### src/rtl/cic_int_gain_norm.sv
// CIC interpolator width adaptation: sign-extends input samples to the
// integrator width and removes the rate-dependent bit gain on the way out.
module cic_int_gain_norm #(
  parameter int bw = 16,
  parameter int N = 4,
  parameter int log2_of_max_rate = 7,
  parameter int maxbitgain = (N - 1) * log2_of_max_rate
) (
  input  logic                     clock,
  input  logic                     reset,
  input  logic                     enable,
  input  logic [7:0]               rate,
  input  logic [bw-1:0]            signal_in,
  output logic [bw+maxbitgain-1:0] signal_in_ext,
  input  logic [bw+maxbitgain-1:0] signal_unnorm,
  output logic [bw-1:0]            signal_out
);

  localparam int W = bw + maxbitgain;
  localparam int PW = 8 * (N - 1);
  localparam int SW = $clog2(maxbitgain + 1);
  localparam logic [8:0] MAXR = 9'(1 << log2_of_max_rate);

  logic [PW-1:0] gain;
  logic [SW-1:0] shift;
  logic          rate_ok;

  assign rate_ok = (rate != 8'd0) && ({1'b0, rate} <= MAXR);

  // gain = rate^(N-1); the shift is the smallest power of two covering it
  always_comb begin
    gain = PW'(1);
    for (int i = 0; i < N - 1; i++) begin
      gain = PW'(gain * PW'(rate));
    end
  end

  always_comb begin
    shift = SW'(maxbitgain);
    for (int k = maxbitgain; k >= 0; k--) begin
      if (gain <= (PW'(1) << k)) begin
        shift = SW'(k);
      end
    end
    if (!rate_ok) begin
      shift = '0;
    end
  end

  always_ff @(posedge clock) begin
    if (reset) begin
      signal_in_ext <= '0;
      signal_out    <= '0;
    end else if (enable) begin
      signal_in_ext <= {{maxbitgain{signal_in[bw-1]}}, signal_in};
      signal_out    <= bw'(signal_unnorm >> shift);
    end
  end

endmodule

### config.mk
export PLATFORM = sky130hd
export DESIGN_NAME = cic_int_gain_norm
export DESIGN_NICKNAME = d
export VERILOG_FILES = /design/src/rtl/cic_int_gain_norm.sv
export SDC_FILE = /design/constraint.sdc
export NUM_CORES = 1
export LEC_CHECK = 0
export ABC_AREA = 0
export ABC_CLOCK_PERIOD_IN_PS = 39000
export CORE_UTILIZATION = 45
export CTS_BUF_LIST = sky130_fd_sc_hd__clkbuf_2
export DETAILED_ROUTE_END_ITERATION = 16
export DONT_BUFFER_PORTS = 1
export GPL_TIMING_DRIVEN = 1
export PLACE_DENSITY = 0.61
export SLEW_MARGIN = 20
export SYNTH_ARGS = -nofsm -noshare
export SYNTH_HDL_FRONTEND = slang
export SYNTH_SLANG_ARGS = --single-unit
### constraint.sdc
create_clock -name clock -period 39 [get_ports clock]
set_input_delay 7.8 -clock clock [delete_from_list [all_inputs] [get_ports clock]]
set_output_delay 7.8 -clock clock [all_outputs]
set_load 0.005 [all_outputs]
==> flow_summary.json, run 1 <==
{
  "outcome": "completed",
  "clkTransAtPathRegs_ns": 0.19,
  "ctsRootBufferMaster": "clkbuf_2",
  "synth_cell_types": 86,
  "grt_max_degree": 47,
  "yosys-top-cells-area": "fa_1 21%, ha_1 9.9%, mux2i_1 9.9%",
  "htree_levels": 2,
  "cp-end-kind": "flip-flop",
  "place_congestion": 0.906,
  "clock_latency_ns": 0.41,
  "clock_path_buffers": 2,
  "drtAntennaViolNets": 0,
  "cts_tree": "yes",
  "grt_pass1_wl_mm": 41.2,
  "drt_wl_total_mm": 24.0,
  "viasPerCell": 5.92,
  "top_level_ports": 117,
  "grt-ovfl-total": 0,
  "synthTopCellsByCount": "113 x inv_1, 105 x nand2_1, 100 x fa_1",
  "min_period_over_period_pct": 49.3,
  "drtIter0Drc": 623,
  "tightest_slew_ns": 1.06,
  "synth_top_cell_area_share_pct": 21.4,
  "worst_ep_required_time_ns": 39.30,
  "die_w_um": 146,
  "fin_crit_ns": 19.22,
  "nNetsFinal": 1310,
  "min_from": "signal_out[10]",
  "dp_hpwl_mm": 19.0,
  "synth-seq-area-share_pct": 6.86,
  "crit_fanout": 46,
  "cts.repair.resized": 0,
  "syn-num-nets": 1372,
  "synth_area_per_cell_um2": 8.24,
  "synth-edff-count": 0,
  "crit_slowest_cell": "or4b_4",
  "core.rowCount": 52,
  "die_h_um": 146,
  "startpoint_type": "input pin",
  "die-area_um2": 21300,
  "core_area_um2": 20300,
  "postCtsHoldBufs": 0,
  "synthAdderAreaFrac_pct": 31.3,
  "vias": 7952,
  "maxSlewViolCount": 0,
  "drtPass1Iterations": 5,
  "antenna_found_initial": 1,
  "hold_viol_final": 0,
  "clock_sinks": 32,
  "synth_top_family_by_area": "adder cells",
  "drc": 0,
  "numCtsBuffers": 5,
  "cap_viol_max_count": 0,
  "synth_top_flop_cell": "dfxtp_1",
  "start_util_pct": 46.0,
  "synth-seq-cells": 32,
  "grt_pass1_vias": 7844,
  "post-cts-setup-buffers": 0,
  "synth-warning-count": 0,
  "fin_setup_tns_ns": 0,
  "syn_area_um2": 9340,
  "yosysTopAreaCell": "fa_1",
  "fmax_mhz": 52.0,
  "portBuffers": 0,
  "crit_start": "rate[1]",
  "worstPathArrival_ns": 19.52,
  "max_stage_delay_ns": 0.59,
  "r2r_slack_ns": 37.96,
  "grt_usage_pct": 23.4,
  "slew_headroom_pct": 29.0,
  "path_common_cell": "fa_1",
  "r2r-start": "signal_out[14]",
  "synth_compound_area_share_pct": 16.6,
  "areaGrowthSynthToFinish_pct": 0.0938,
  "syn-instance-count": 1134,
  "setup-violations-final": 0,
  "skew_ns": 0,
  "yosysMostFrequentCell": "inv_1",
  "crit_type": "in -> reg",
  "rsz0062_at_grt": "no",
  "muxShareOfSynthArea_pct": 11.9,
  "yosys.area_share.xor_xnor_pct": 3.09,
  "worstHoldPathType": "reg -> reg",
  "synthArstFlopShare_pct": 0,
  "routedWlPerCell_um": 17.8,
  "drive_gt1_share_pct": 5.03,
  "synth_simple_gate_area_share_pct": 20.9
}
[through the flow]
stage	utilization [%]	hold slack [ns]	instances	instance area, um^2	setup WS, ns
CTS	46.0	0.511	1343	9350	19.84
finish	46.1	0.510	1344	9350	19.78
global route	46.1	0.532	1344	9350	18.92
global placement	45.8	0.488	1335	9300	19.53
floorplan	-	0.472	1134	9340	20.35
detailed placement	45.8	0.488	1335	9300	19.39
[flip-flops by register name, summed over array words and instances, names as in the netlist]
register       cells
signal_in_ext     16
signal_out        16
[cells in the final DEF, fill, tap and decap left out, types with 13 or more instances in the layout]
cell      Yosys  final
dfxtp_1      32     31
xnor2_1      24     24
nand2_1     105    105
mux2_2       15     15
o21ai_0      33     33
nor2_1       74     74
mux2i_1      92     92
a21oi_1      43     43
fa_1        100    100
a211oi_1     15     15
nor3_1       17     17
inv_1       113    113
ha_1         74     74
and2_1       89     89
a31oi_1      13     13
nand3_1      22     22
[path summary, 6_finish.rpt]
path,depth (start not counted),end
worst min register to register,2,signal_out[10]
worst max register to register,3,signal_out[14]
worst max-delay path,42,signal_out[2]
worst min-delay path,2,signal_out[10]
[cell families after synthesis]
family | count (synthesis)
xor+xnor | 33
flops | 32
other cells | 1
simple gates | 382
fa+ha+maj | 174
compound gates | 215
mux | 108
buf+inv | 189
[layout make-up]
cell class	count	area, um^2
Clock buffer	5	25.0
Multi-Input combinational cell	913	7860
Antenna cell	1	2.50
Inverter	115	432
Clock inverter	3	18.8
Sequential cell	32	642
Fill cell	2051	10900
Tap cell	270	338
Timing Repair Buffer	5	37.5
[worst max-delay path, delay by kind of cell]
kind / cells / cell delay (ns)
adder cells (fa/ha/maj): 10 / 4.18
multiplexers: 2 / 0.62
AO/OA/AOI/OAI: 14 / 2.61
buffers and inverters: 3 / 0.64
XOR/XNOR: 1 / 0.45
AND/OR/NAND/NOR: 12 / 3.16
[metal layers]
metal,track usage [%],vias up,routed length [um]
li1,-,3790,-
met1,35.2,3907,11600
met2,35.6,223,10700
met3,3.59,32,1290
met4,4.38,0,368
met5,0,-,0
Power of run 1 is not shown: default switching activity piles up to over one toggle a cycle in this logic, so the estimate is an artifact.
==> run 2, diff against run 1 <==
--- a/config.mk
+++ b/config.mk
@@ -6,7 +6,7 @@
 export NUM_CORES = 1
 export LEC_CHECK = 0
 export ABC_AREA = 0
-export ABC_CLOCK_PERIOD_IN_PS = 39000
+export ABC_CLOCK_PERIOD_IN_PS = 20100
 export CORE_UTILIZATION = 45
 export CTS_BUF_LIST = sky130_fd_sc_hd__clkbuf_2
 export DETAILED_ROUTE_END_ITERATION = 16
==> constraint.sdc (replaced) <==
create_clock -name clock -period 20.1 [get_ports clock]
set_input_delay 4.02 -clock clock [delete_from_list [all_inputs] [get_ports clock]]
set_output_delay 4.02 -clock clock [all_outputs]
set_load 0.005 [all_outputs]
==> flow_summary.json, run 2 (synthesis gave the netlist of run 1 again) <==
{
  "clock_latency_ns": 0.39,
  "cts.repair.resized": 0,
  "reg.largest.list": "signal_in_ext (16), signal_out (16)",
  "start_util_pct": 46.0,
  "vias": 7983,
  "drive_gt1_share_pct": 5.03,
  "r2r_cells": 2,
  "min_period_over_period_pct": 77.2,
  "clkTransAtPathRegs_ns": 0.18,
  "areaGrowthSynthToFinish_pct": 0.321,
  "clock_path_buffers": 2,
  "worst_ep_required_time_ns": 20.36,
  "nNetsFinal": 1310,
  "crit_type": "in -> reg",
  "cap_viol_max_count": 0,
  "maxSlewViolCount": 0,
  "top_level_ports": 117,
  "tightest_slew_ns": 1.01,
  "r2r-start": "signal_in_ext[15]",
  "crit_start": "rate[1]",
  "outcome": "completed",
  "drc": 0,
  "max_stage_delay_ns": 0.59,
  "setup_ws_ns": 4.58,
  "post-cts-setup-buffers": 0,
  "hold_viol_final": 0,
  "pre_cts_ws_ns": 4.28,
  "slew_headroom_pct": 32.5,
  "worstHoldPathType": "reg -> reg",
  "postCtsHoldBufs": 0,
  "drtPass1Iterations": 5,
  "skew_ns": 0,
  "fmax_mhz": 64.4,
  "drtIter0Drc": 527,
  "setup-violations-final": 0,
  "final_cell_mix": "113 x inv_1, 105 x nand2_1, 100 x fa_1, 92 x mux2i_1, 89 x and2_1",
  "cp-end-kind": "flip-flop",
  "core.rowCount": 52,
  "core_area_um2": 20300,
  "die-area_um2": 21300,
  "viasPerCell": 5.94,
  "htree_levels": 2,
  "routedWlPerCell_um": 17.9,
  "startpoint_type": "input pin",
  "die_w_um": 146,
  "grt_usage_pct": 23.2,
  "path_common_cell": "fa_1",
  "critPathCapture": "signal_out[2]",
  "die_h_um": 146,
  "drt_wl_total_mm": 24.1,
  "clock_sinks": 32,
  "fillers": 2053,
  "ctsRootBufferMaster": "clkbuf_2",
  "grt_pass1_wl_mm": 40.8,
  "cts_tree": "yes",
  "grt-ovfl-total": 0,
  "grt_max_degree": 47,
  "grt_pass1_vias": 7826,
  "crit_slowest_cell": "or4b_4",
  "antenna_found_initial": 1,
  "portBuffers": 0,
  "min_path_cells": 2,
  "drtAntennaViolNets": 0,
  "fin_crit_ns": 15.52,
  "fin_setup_tns_ns": 0,
  "mostFrequentLayoutCell": "inv_1",
  "numCtsBuffers": 5,
  "place_congestion": 0.905,
  "rsz0062_at_grt": "no",
  "dp_hpwl_mm": 19.1,
  "r2r_end": "signal_in_ext[15]",
  "crit_fanout": 46,
  "holdWs_ns": 0.511,
  "r2r_slack_ns": 19.05,
  "worstPathArrival_ns": 15.78
}
-- run 2: per-layer routing --
| metal | GRT usage, % | vias up | wire length (um) |
|---|---|---|---|
| li1 | - | 3783 | - |
| met1 | 34.0 | 3890 | 11500 |
| met2 | 35.6 | 264 | 10600 |
| met3 | 3.81 | 46 | 1420 |
| met4 | 5.21 | 0 | 528 |
| met5 | 0 | - | 0 |
-- run 2: through the flow --
stage / util (%) / instance area [um^2] / instances
2_1_floorplan: - / 9340 / 1134
3_3_place_gp: 45.8 / 9300 / 1335
3_5_place_dp: 45.8 / 9300 / 1335
4_1_cts: 46.1 / 9370 / 1343
5_1_grt: 46.2 / 9370 / 1344
6_report: 46.2 / 9370 / 1344
-- run 2: layout make-up --
class	instances	area, um^2	area share [%]
multi-input cells	913	7860	83.8
clock inverters	2	35.0	0.374
inverters	115	432	4.61
clock buffers	6	30.0	0.320
diodes	1	2.50	0.0267
flip-flops and latches	32	642	6.85
repair buffers	5	37.5	0.401
well taps	270	338	3.60
-- run 2: worst min-delay path by stage --
stage                   start        endpoint  slack (ns)
2_1_floorplan  signal_out[10]  signal_out[10]        0.47
5_1_grt        signal_out[10]  signal_out[10]        0.53
6_report       signal_out[10]  signal_out[10]        0.51
3_3_place_gp   signal_out[10]  signal_out[10]        0.49
3_5_place_dp   signal_out[10]  signal_out[10]        0.49
4_1_cts        signal_out[10]  signal_out[10]        0.51
-- run 2: critical path: cells and delay by family --
family / cells / cell delay, ns
AO/OA/AOI/OAI: 14 / 2.59
XOR/XNOR: 1 / 0.45
buffers and inverters: 3 / 0.65
multiplexers: 2 / 0.65
adder cells (fa/ha/maj): 10 / 4.19
AND/OR/NAND/NOR: 12 / 3.16
Power of run 2 is left out for the same reason.
